**src/rtl/xbar_rtn_rob.sv**
```systemverilog
// Per-channel return reorder buffer: grants rob_nums to accepted requests, absorbs
// out-of-order sc returns and releases data to the channel strictly in allocation order.
module xbar_rtn_rob #(
  parameter int DEPTH  = 8,
  parameter int ID_W   = 3,
  parameter int DATA_W = 128
) (
  input  logic              clk_i,
  input  logic              rst_i,
  input  logic              alloc_valid_i,
  output logic              alloc_ready_o,
  output logic [ID_W-1:0]   alloc_rob_num_o,
  input  logic              fill_valid_i,
  input  logic [ID_W-1:0]   fill_rob_num_i,
  input  logic [DATA_W-1:0] fill_data_i,
  output logic              fill_err_o,
  output logic              rtn_valid_o,
  input  logic              rtn_ready_i,
  output logic [DATA_W-1:0] rtn_data_o,
  output logic [ID_W:0]     count_o
);

  localparam logic [ID_W:0] FULL_C = (ID_W+1)'(DEPTH);
  localparam logic [ID_W:0] ONE_C  = (ID_W+1)'(1);

  logic [DEPTH-1:0]  busy_r;
  logic [DEPTH-1:0]  done_r;
  logic [DATA_W-1:0] data_r [DEPTH];
  logic [ID_W:0]     alloc_ptr_r;
  logic [ID_W:0]     head_ptr_r;
  logic              fill_err_r;

  logic [ID_W-1:0]   alloc_idx_s;
  logic [ID_W-1:0]   head_idx_s;
  logic [ID_W:0]     count_s;
  logic              alloc_ready_s;
  logic              alloc_fire_s;
  logic              fill_legal_s;
  logic              rtn_valid_s;
  logic              pop_s;
  logic [DATA_W-1:0] rtn_data_s;

  // Occupancy, handshakes and head-of-queue view, all derived from registered state.
  always_comb begin
    alloc_idx_s   = alloc_ptr_r[ID_W-1:0];
    head_idx_s    = head_ptr_r[ID_W-1:0];
    count_s       = alloc_ptr_r - head_ptr_r;
    alloc_ready_s = (count_s != FULL_C);
    alloc_fire_s  = alloc_valid_i & alloc_ready_s;
    fill_legal_s  = busy_r[fill_rob_num_i] & ~done_r[fill_rob_num_i];
    rtn_valid_s   = busy_r[head_idx_s] & done_r[head_idx_s];
    pop_s         = rtn_valid_s & rtn_ready_i;
    if (rtn_valid_s) begin
      rtn_data_s = data_r[head_idx_s];
    end else begin
      rtn_data_s = '0;
    end
  end

  // Entry state and pointers. The allocated entry is FREE, the legally filled one is
  // WAIT and the popped one is READY, so the three updates never hit the same entry.
  always_ff @(posedge clk_i) begin
    if (rst_i) begin
      busy_r      <= '0;
      done_r      <= '0;
      alloc_ptr_r <= '0;
      head_ptr_r  <= '0;
      fill_err_r  <= 1'b0;
    end else begin
      fill_err_r <= fill_valid_i & ~fill_legal_s;
      if (alloc_fire_s) begin
        busy_r[alloc_idx_s] <= 1'b1;
        done_r[alloc_idx_s] <= 1'b0;
        alloc_ptr_r         <= alloc_ptr_r + ONE_C;
      end
      if (fill_valid_i && fill_legal_s) begin
        done_r[fill_rob_num_i] <= 1'b1;
      end
      if (pop_s) begin
        busy_r[head_idx_s] <= 1'b0;
        done_r[head_idx_s] <= 1'b0;
        head_ptr_r         <= head_ptr_r + ONE_C;
      end
    end
  end

  // Return data storage; contents are only observable behind done, so no reset.
  always_ff @(posedge clk_i) begin
    if (fill_valid_i && fill_legal_s) begin
      data_r[fill_rob_num_i] <= fill_data_i;
    end
  end

  assign alloc_ready_o   = alloc_ready_s;
  assign alloc_rob_num_o = alloc_idx_s;
  assign fill_err_o      = fill_err_r;
  assign rtn_valid_o     = rtn_valid_s;
  assign rtn_data_o      = rtn_data_s;
  assign count_o         = count_s;

endmodule

```
**config.mk**
```make
export PLATFORM = sky130hd
export DESIGN_NAME = xbar_rtn_rob
export DESIGN_NICKNAME = d
export VERILOG_FILES = /design/src/rtl/xbar_rtn_rob.sv
export SDC_FILE = /design/constraint.sdc
export NUM_CORES = 1
export LEC_CHECK = 0
export CAP_MARGIN = 40
export CORE_MARGIN = 3
export CORE_UTILIZATION = 55
export CTS_CLUSTER_DIAMETER = 120
export DETAILED_ROUTE_END_ITERATION = 16
export HOLD_SLACK_MARGIN = 0.15
export PLACE_DENSITY = 0.84
export SYNTH_ARGS = -nofsm -noshare
export SYNTH_HDL_FRONTEND = slang
export SYNTH_SLANG_ARGS = --single-unit
```
**constraint.sdc**
```tcl
create_clock -name clk_i -period 19.6 [get_ports clk_i]
set_input_delay 3.92 -clock clk_i [delete_from_list [all_inputs] [get_ports clk_i]]
set_output_delay 3.92 -clock clk_i [all_outputs]
set_load 0.03 [all_outputs]
```
==> qor.yml, run 1 <==
status: "finished clean"
finish.net_count: 2274
critical_path_peak_fanout: 43
number_of_global_route_vias_before_repair: 20544
cts_post_setup_buffers_inserted: 0
async_reset_ff_share_pct: 0
cp.arrival_ps: 4370
dieHeight_um: 277
number_of_buffers_created_by_cts: 102
total_leakage_power_nw: 14.3
cts_hold_buf: 0
finalSetupViolations: 0
crit_path_cell_chain: "buf_16 > buf_4 > buf_16 > buf_4 > buf_16 > mux4_2 > mux2i_1 > nor2_1 > clkdlybuf4s50_1"
cp_top_family: "buffers and inverters"
ys_seq_elements: 1052
crit_path_top_delay_cell: "sky130_fd_sc_hd__clkdlybuf4s50_1"
cts_repair_resize_count: 0
crit_path_max_incr_delay_ps: 670
vdd_ir_drop_max_mv: 0.0806
p_per_area_nw_per_um2: 91.4
relSlewSlack_pct: 28.6
maxSlewViolCount: 0
synth_cells: 1810
vias: 19355
grt.total_usage_pct: 22.4
cpMostUsedCell: "sky130_fd_sc_hd__buf_16"
grt_overflow: 0
cts.sinks: 1052
critPathBufInv: 6
avgViaCountPerCell: 6.10
grt_start_max_net_pins: 129
fin_setup_tns_ps: 0
tritoncts: "built"
synthesis.nets: 1952
half_perimeter_wire_length_after_detailed_placement_um: 45600
cts-root-to-sink-buffers: 3
chipWidth_um: 277
drt_pre_antenna_iters: 6
synth_top_flop_cell: "sky130_fd_sc_hd__edfxtp_1"
routed_wire_length_um: 84900
finalWeightedCongestion: 0.872
synth_enable_flop_cells: 1024
io_pins: 274
hold_violations: 0
core.rowCount: 98
route.detailed.wl_per_inst_um: 26.7
detail_route.iter0.violations: 2020
place_inst: 2978
timing.critical_path.to_type: "output port"
die_area_um2: 76500
yosysSeqAreaShare_pct: 77.8
setup_skew_ps: 21.0
min_period_ps: 8290
synth.yosys.warnings: 0
path_class: "flop to output port"
htree_num_levels: 3
port-buffer-count: 273
grt_antenna_before_repair: 16
maxCapViolCount: 0
syn2layout_area_growth_pct: 18.2
clk-insertion-delay-late_ps: 650
cts.reportedPaths.clkPinSlew_ps: 60
clock-root-buffer: "sky130_fd_sc_hd__clkbuf_16"
finish.cell_count_without_fillers: 3175
grt_first_pass_wirelength_um: 130000
route.detailed.drc: 0
synth_cell_type_count: 42
final_antenna_net_count: 0
worst_setup_path_start_kind: "flop"
layout_cells_sized_above_1_pct: 20.3
syn-cell-area_um2: 40200
min-delay-path-class: "flop to flop"
timing_worst_slew_pin_value_ps: 1070
initial_utilization_pct: 55.9
timing.critical_path.required_ps: 15680
period_share_pct: 42.3
num-fill-cells: 4398
design.core.area_um2: 72000
fmaxAchievable_mhz: 121
grt_setup_unrepaired: "false"
avgSynthCellArea_um2: 22.2
==> worst paths after layout <==
kind | start | endpoint | slack, ps | cells after the start
setup / recovery | flop | rtn_data_o[70] | 11310 | 9
hold / removal | done_r[3]$_SDFF_PP0_ | done_r[3]$_SDFF_PP0_ | 490 | 2
setup reg to reg | done_r[6]$_SDFF_PP0_ | data_r[0][58]$_DFFE_PP_ | 16110 | 7
hold reg to reg | done_r[3]$_SDFF_PP0_ | done_r[3]$_SDFF_PP0_ | 490 | 2
==> cell usage after synthesis, types with 2 or more instances <==
cell / n / area, um2
sky130_fd_sc_hd__edfxtp_1: 1024 / 30700
sky130_fd_sc_hd__mux4_2: 260 / 5860
sky130_fd_sc_hd__nor2_1: 143 / 537
sky130_fd_sc_hd__mux2i_1: 132 / 1320
sky130_fd_sc_hd__clkbuf_1: 52 / 195
sky130_fd_sc_hd__buf_2: 28 / 140
sky130_fd_sc_hd__dfxtp_1: 28 / 561
sky130_fd_sc_hd__nand2_1: 23 / 86.3
sky130_fd_sc_hd__buf_1: 12 / 45.0
sky130_fd_sc_hd__o21ai_0: 9 / 45.0
sky130_fd_sc_hd__a21oi_1: 8 / 40.0
sky130_fd_sc_hd__inv_1: 8 / 30.0
sky130_fd_sc_hd__nor3_1: 8 / 40.0
sky130_fd_sc_hd__nand2b_1: 7 / 43.8
sky130_fd_sc_hd__nand3_1: 7 / 35.0
sky130_fd_sc_hd__o21a_1: 7 / 52.6
sky130_fd_sc_hd__o22ai_1: 7 / 43.8
sky130_fd_sc_hd__a31oi_1: 6 / 37.5
sky130_fd_sc_hd__ha_1: 5 / 62.6
sky130_fd_sc_hd__or3_1: 4 / 25.0
sky130_fd_sc_hd__buf_4: 3 / 22.5
sky130_fd_sc_hd__nor2b_1: 3 / 18.8
sky130_fd_sc_hd__xor2_1: 3 / 26.3
sky130_fd_sc_hd__mux4_1: 2 / 52.6
sky130_fd_sc_hd__nand3b_1: 2 / 15.0
sky130_fd_sc_hd__nand4_1: 2 / 12.5
sky130_fd_sc_hd__nor4_1: 2 / 12.5
==> kinds of logic after synthesis <==
logic type	Yosys count	synth area share, %
AO/OA/AOI/OAI	42	0.662
adder cells (fa/ha/maj)	6	0.205
XOR/XNOR	4	0.0871
buffers and inverters	105	1.11
multiplexers	395	18.0
flip-flops	1052	77.8
AND/OR/NAND/NOR	206	2.15
==> tightest hold or removal path: stages, from the launching register on <==
cell and delay (ps):
sky130_fd_sc_hd__dfxtp_1 320, sky130_fd_sc_hd__nand2_1 60, sky130_fd_sc_hd__o22ai_1 60
==> state kept, by name (all words and copies together), names as in the netlist, named ones only <==
signal / cells
data_r: 1024
head_ptr_r: 4
fill_err_o: 1
done_r: 8
busy_r: 8
alloc_ptr_r: 4
==> through the flow <==
step / hold slack, ps / total power, mW / cell area, um2 / utilization, % / setup slack (ps)
after detailed placement: 479 / 2.61 / 44500 / 61.8 / 11770
after global placement: 473 / 2.60 / 44100 / 61.2 / 11170
final: 491 / 4.35 / 47600 / 66.1 / 11310
after floorplan: 455 / 2.55 / 40200 / - / 5000
after global routing: 508 / 4.48 / 47600 / 66.1 / 10980
after CTS: 490 / 4.39 / 47500 / 66.1 / 11150
==> metal layers <==
metal	GRT usage (%)	wire length, um	up-vias
li1	-	-	8185
met3	4.49	6160	138
met5	0	54	-
met1	30.0	32700	10208
met4	8.18	2270	8
met2	37.1	43700	816
==> where the power goes <==
group / switching [mW] / internal (mW)
Clock: 0.786 / 1.00
Sequential: 0.00424 / 2.47
Combinational: 0.0491 / 0.0358
Total: 0.839 / 3.51
==> placed cells by master (no fill, tap or decap), types with 4 or more instances in the layout <==
| cell type | synthesis | final |
|---|---|---|
| sky130_fd_sc_hd__nand2_1 | 23 | 23 |
| sky130_fd_sc_hd__a31oi_1 | 6 | 6 |
| sky130_fd_sc_hd__o21a_1 | 7 | 7 |
| sky130_fd_sc_hd__nor2_1 | 143 | 138 |
| sky130_fd_sc_hd__nand2b_1 | 7 | 7 |
| sky130_fd_sc_hd__clkdlybuf4s50_1 | 0 | 273 |
| sky130_fd_sc_hd__clkinv_2 | 0 | 20 |
| sky130_fd_sc_hd__edfxtp_1 | 1024 | 1024 |
| sky130_fd_sc_hd__mux4_2 | 260 | 260 |
| sky130_fd_sc_hd__clkbuf_16 | 0 | 103 |
| sky130_fd_sc_hd__buf_12 | 0 | 7 |
| sky130_fd_sc_hd__ha_1 | 5 | 5 |
| sky130_fd_sc_hd__mux2i_1 | 132 | 132 |
| sky130_fd_sc_hd__diode_2 | 0 | 13 |
| sky130_fd_sc_hd__buf_4 | 3 | 19 |
| sky130_fd_sc_hd__clkinv_1 | 0 | 25 |
| sky130_fd_sc_hd__nor2_4 | 0 | 5 |
| sky130_fd_sc_hd__buf_16 | 0 | 15 |
| sky130_fd_sc_hd__o22ai_1 | 7 | 7 |
| sky130_fd_sc_hd__clkbuf_1 | 52 | 27 |
| sky130_fd_sc_hd__or3_1 | 4 | 4 |
| sky130_fd_sc_hd__inv_1 | 8 | 7 |
| sky130_fd_sc_hd__dfxtp_1 | 28 | 25 |
| sky130_fd_sc_hd__nor3_1 | 8 | 6 |
| sky130_fd_sc_hd__nand3_1 | 7 | 7 |
| sky130_fd_sc_hd__a21oi_1 | 8 | 8 |
| sky130_fd_sc_hd__o21ai_0 | 9 | 9 |
==> cell type report <==
cell class / count / area [um2] / share of cell area (%)
Multi-Input combinational cell: 653 / 8540 / 17.9
Timing Repair Buffer: 314 / 3430 / 7.21
Sequential cell: 1052 / 31300 / 65.8
Tap cell: 950 / 1190 / 2.50
Antenna cell: 13 / 32.5 / 0.0684
Clock inverter: 54 / 349 / 0.734
Inverter: 9 / 38.8 / 0.0815
Clock buffer: 130 / 2680 / 5.63
Note: power is estimated with default switching activity, not from simulation.
==> run 2: changes to the inputs <==
- clock period: 19.6 -> 7.8 ns (I/O delays scaled with it)
==> qor.yml, run 2 (synthesized netlist as in run 1, its figures left out) <==
crit_path_cell_chain: "inv_2 > mux4_2 > mux2_4 > buf_4 > nor2_1 > clkdlybuf4s50_1"
layout_cells_sized_above_1_pct: 20.9
number_of_buffers_created_by_cts: 100
timing.critical_path.to_type: "output port"
total_leakage_power_nw: 14.3
finish.net_count: 2270
clock-root-buffer: "sky130_fd_sc_hd__clkbuf_16"
detail_route.iter0.violations: 1818
crit_path_top_delay_cell: "sky130_fd_sc_hd__clkdlybuf4s50_1"
worst_setup_path_start_kind: "flop"
grt_overflow: 0
worst_flop_to_flop_path_endpoint: "data_r[4][112]$_DFFE_PP_"
critical_path_peak_fanout: 49
port-buffer-count: 273
cp.arrival_ps: 3820
clk-insertion-delay-late_ps: 640
maxCapViolCount: 0
top_register: "data_r"
htree_num_levels: 3
dieHeight_um: 277
reg.largest.list: "data_r (1024), busy_r (8), done_r (8)"
fmaxAchievable_mhz: 186
grt_setup_unrepaired: "false"
routed_wire_length_um: 88400
cts.reportedPaths.clkPinSlew_ps: 60
maxSlewViolCount: 0
period_share_pct: 68.9
grt_first_pass_wirelength_um: 134000
route.detailed.wl_per_inst_um: 27.8
r2r_cells: 6
syn2layout_area_growth_pct: 18.4
setup_skew_ps: 18.1
timing.hold.worst.start: "done_r[2]$_SDFF_PP0_"
cts_post_setup_buffers_inserted: 0
status: "finished clean"
drt_pre_antenna_iters: 7
hold_path_depth: 2
critical_path.reg2reg.startpoint: "done_r[4]$_SDFF_PP0_"
avgViaCountPerCell: 6.13
grt_antenna_before_repair: 17
vias: 19452
tritoncts: "built"
relSlewSlack_pct: 37.9
timing_worst_slew_pin_value_ps: 931
critPathLaunch: "head_ptr_r[2]$_SDFFE_PP0P_"
cts_hold_buf: 0
hold_end: "done_r[2]$_SDFF_PP0_"
fin_setup_tns_ps: 0
p_per_area_nw_per_um2: 235
final_antenna_net_count: 0
cts.sinks: 1052
hold_violations: 0
most-common-layout-cells: "sky130_fd_sc_hd__edfxtp_1 (1,024), sky130_fd_sc_hd__clkdlybuf4s50_1 (273), sky130_fd_sc_hd__mux4_2 (260), sky130_fd_sc_hd__nor2_1 (138), sky130_fd_sc_hd__mux2i_1 (132)"
path_class: "flop to output port"
vdd_ir_drop_max_mv: 0.188
chipWidth_um: 277
finalWeightedCongestion: 0.856
io_pins: 274
core.rowCount: 98
min_period_ps: 5380
ff2ff_setup_slack_ps: 4170
finalSetupViolations: 0
design.core.area_um2: 72000
timing.critical_path.required_ps: 6240
grt_start_max_net_pins: 105
half_perimeter_wire_length_after_detailed_placement_um: 48700
layout.cells.most_common: "sky130_fd_sc_hd__edfxtp_1"
initial_utilization_pct: 55.9
route.detailed.drc: 0
placement.cell_area_um2: 44400
cts-root-to-sink-buffers: 3
final_area_um2: 47600
number_of_flip_flops_in_the_largest_register: 1024
grt.total_usage_pct: 23.3
number_of_global_route_vias_before_repair: 20584
min-delay-path-class: "flop to flop"
num-fill-cells: 4372
crit_path_max_incr_delay_ps: 750
cts_repair_resize_count: 0
die_area_um2: 76500
==> run 2: how the worst max path moves through the flow <==
stage / endpoint / slack, ps / cells past startpoint
detailed placement: data_r[4][52]$_DFFE_PP_ / 2250 / 7
floorplan: data_r[3][0]$_DFFE_PP_ / -980 / 6
global route: rtn_data_o[27] / 2100 / 5
finish: rtn_data_o[36] / 2420 / 6
global placement: data_r[2][53]$_DFFE_PP_ / 2300 / 7
CTS: rtn_data_o[22] / 2280 / 5
==> run 2: critical path, delay by kind of cell, from the launching register on <==
kind	cells	cell delay, ps
buf+inv	3	1300
mux	2	900
flops	1	530
simple gates	1	420
==> run 2: area by class of cell <==
| class | count | area, um2 | share of cell area [%] |
|---|---|---|---|
| diodes | 11 | 27.5 | 0.0578 |
| clock inverters | 66 | 603 | 1.27 |
| inverters | 9 | 38.8 | 0.0814 |
| well taps | 950 | 1190 | 2.50 |
| repair buffers | 312 | 3300 | 6.93 |
| multi-input cells | 653 | 8550 | 18.0 |
| flip-flops and latches | 1052 | 31300 | 65.7 |
| clock buffers | 122 | 2610 | 5.47 |
==> run 2: routing by layer <==
layer	wire (um)	vias up	track usage, %	part of all wire (%)
li1	-	8174	-	-
met1	33000	10218	30.7	37
met2	46500	886	39.7	53
met3	6280	162	4.20	7.1
met4	2540	12	8.14	2.9
met5	94	-	0	0.11
==> run 2: where the power goes <==
| group | internal [mW] | switching (mW) | leakage, nW |
|---|---|---|---|
| Combinational | 0.0900 | 0.127 | 3.30 |
| Sequential | 6.22 | 0.0106 | 9.43 |
| Clock | 2.72 | 2.03 | 1.58 |
| Total | 9.02 | 2.17 | 14.3 |
==> run 2: metrics by stage <==
stage / power (mW) / worst slack (ps) / cells / hold WS (ps) / utilization, %
after floorplan: 6.41 / -976 / 1810 / 455 / -
after global placement: 6.55 / 2300 / 2969 / 471 / 61.5
after detailed placement: 6.56 / 2250 / 2976 / 489 / 61.7
after CTS: 11.3 / 2280 / 3164 / 497 / 66.1
after global routing: 11.5 / 2100 / 3173 / 521 / 66.2
final: 11.2 / 2420 / 3175 / 498 / 66.2
==> run 3: changes to the inputs <==
- clock period: 7.8 -> 5.38 ns (I/O delays scaled with it)
==> qor.yml, run 3 (synthesized netlist as in run 1, its figures left out) <==
cts.sinks: 1052
fmaxAchievable_mhz: 202
reg.largest.list: "data_r (1024), busy_r (8), done_r (8)"
crit_path_max_incr_delay_ps: 810
route.detailed.wl_per_inst_um: 29.1
routed_wire_length_um: 92600
maxSlewViolCount: 0
final_antenna_net_count: 0
half_perimeter_wire_length_after_detailed_placement_um: 50000
layout_cells_sized_above_1_pct: 20.9
number_of_flip_flops_in_the_largest_register: 1024
timing.hold.worst.start: "done_r[3]$_SDFF_PP0_"
tritoncts: "built"
cp_top_family: "buffers and inverters"
area.sequential_um2: 31300
num-fill-cells: 4192
cts.reportedPaths.clkPinSlew_ps: 60
route.detailed.drc: 0
cts_hold_buf: 0
worst_flop_to_flop_path_endpoint: "data_r[0][60]$_DFFE_PP_"
total_leakage_power_nw: 14.4
grt.total_usage_pct: 23.9
critPathBufInv: 4
drt_pre_antenna_iters: 6
final_area_um2: 47900
clock-root-buffer: "sky130_fd_sc_hd__clkbuf_16"
clk-insertion-delay-late_ps: 660
design.core.area_um2: 72000
grt_start_max_net_pins: 97
io_pins: 274
cts_post_setup_buffers_inserted: 0
detail_route.iter0.violations: 2373
grt_antenna_before_repair: 20
port-buffer-count: 273
p_per_area_nw_per_um2: 343
core.rowCount: 98
finish.net_count: 2277
cts_repair_resize_count: 0
r2r_cells: 6
die_area_um2: 76500
crit_path_top_delay_cell: "sky130_fd_sc_hd__clkdlybuf4s50_1"
maxCapViolCount: 0
status: "finished clean"
layout.cells.most_common: "sky130_fd_sc_hd__edfxtp_1"
vdd_ir_drop_max_mv: 0.244
timing_worst_slew_pin_value_ps: 894
crit_path_cell_chain: "inv_2 > mux4_2 > mux2_4 > buf_12 > buf_12 > nor2_1 > clkdlybuf4s50_1"
top_register: "data_r"
most-common-layout-cells: "sky130_fd_sc_hd__edfxtp_1 (1,024), sky130_fd_sc_hd__clkdlybuf4s50_1 (273), sky130_fd_sc_hd__mux4_2 (262), sky130_fd_sc_hd__nor2_1 (138), sky130_fd_sc_hd__mux2i_1 (132)"
place_inst: 2981
setup_skew_ps: 23.0
multiInputGateArea_um2: 8550
finalWeightedCongestion: 0.900
initial_utilization_pct: 55.9
htree_num_levels: 3
cpMostUsedCell: "sky130_fd_sc_hd__buf_12"
timing.critical_path.required_ps: 4300
number_of_global_route_vias_before_repair: 20560
syn2layout_area_growth_pct: 19.0
finalSetupViolations: 0
number_of_buffers_created_by_cts: 102
cp.arrival_ps: 3880
vias: 19680
worst_setup_path_start_kind: "flop"
hold_path_depth: 2
relSlewSlack_pct: 40.4
grt_overflow: 0
chipWidth_um: 277
cts-root-to-sink-buffers: 3
grt_setup_unrepaired: "false"
avgViaCountPerCell: 6.19
critical_path_peak_fanout: 65
path_class: "flop to output port"
timing.critical_path.to_type: "output port"
placement.cell_area_um2: 44600
finish.cell_count_without_fillers: 3179
min_period_ps: 4950
grt_first_pass_wirelength_um: 137000
hold_end: "done_r[3]$_SDFF_PP0_"
ff2ff_setup_slack_ps: 2150
critical_path.reg2reg.startpoint: "done_r[7]$_SDFF_PP0_"
detailedPlace.worstSlack_ps: 803
period_share_pct: 92.0
setup_slack_ps: 428
dieHeight_um: 277
min-delay-path-class: "flop to flop"
hold_violations: 0
[run 3: cell types whose count changed in the layout (fill, tap and decap cells not counted), sizes merged]
cell / delta
bufinv: +2
inv: -3
clkbuf: -2
buf: +5
clkinvlp: -1
diode: +4
clkinv: -1
[run 3: report_power, final]
part	internal [mW]	total, mW	switching (mW)
combinational	0.131	0.320	0.189
clock	4.10	7.05	2.96
sequential	9.01	9.03	0.0159
[run 3: tightest hold or removal path, delay by kind of cell, from the launching register on]
kind	cells	cell delay (ps)
AOI/OAI and AO/OA	1	60
DFF	1	330
and+or+nand+nor	1	60
[run 3: through the flow]
stage / hold slack, ps / setup TNS (ps) / total power [mW] / utilization (%)
finish: 499 / 0 / 16.4 / 66.5
detailed placement: 480 / 0 / 9.52 / 61.9
floorplan: 456 / -381790 / 9.29 / -
CTS: 487 / 0 / 16.5 / 66.5
global placement: 472 / 0 / 9.49 / 61.9
global route: 507 / 0 / 16.8 / 66.5
[run 3: cell type report]
class                           count  area share [%]
Timing Repair Buffer              317            7.26
Antenna cell                       15          0.0784
Multi-Input combinational cell    653            17.8
Inverter                            9          0.0784
Tap cell                          950            2.48
Clock buffer                      120            5.56
Sequential cell                  1052            65.4
Clock inverter                     63            1.29
[run 3: routing by layer]
metal / up-vias / wire, um / track usage [%]
met5: - / 61 / 0
met4: 10 / 3380 / 9.78
met3: 184 / 7240 / 4.46
met2: 1009 / 47600 / 39.6
met1: 10298 / 34300 / 31.8
li1: 8179 / - / -
[run 3: worst max path at each step]
stage	from	endpoint	slack [ps]	cells after the start
finish	head_ptr_r[2]$_SDFFE_PP0P_	rtn_data_o[63]	430	7
global route	head_ptr_r[2]$_SDFFE_PP0P_	rtn_data_o[63]	340	7
CTS	head_ptr_r[2]$_SDFFE_PP0P_	rtn_data_o[63]	500	7
detailed placement	fill_rob_num_i[2]	data_r[0][54]$_DFFE_PP_	800	7
global placement	fill_rob_num_i[0]	data_r[0][60]$_DFFE_PP_	860	7
floorplan	fill_rob_num_i[0]	data_r[4][0]$_DFFE_PP_	-700	6
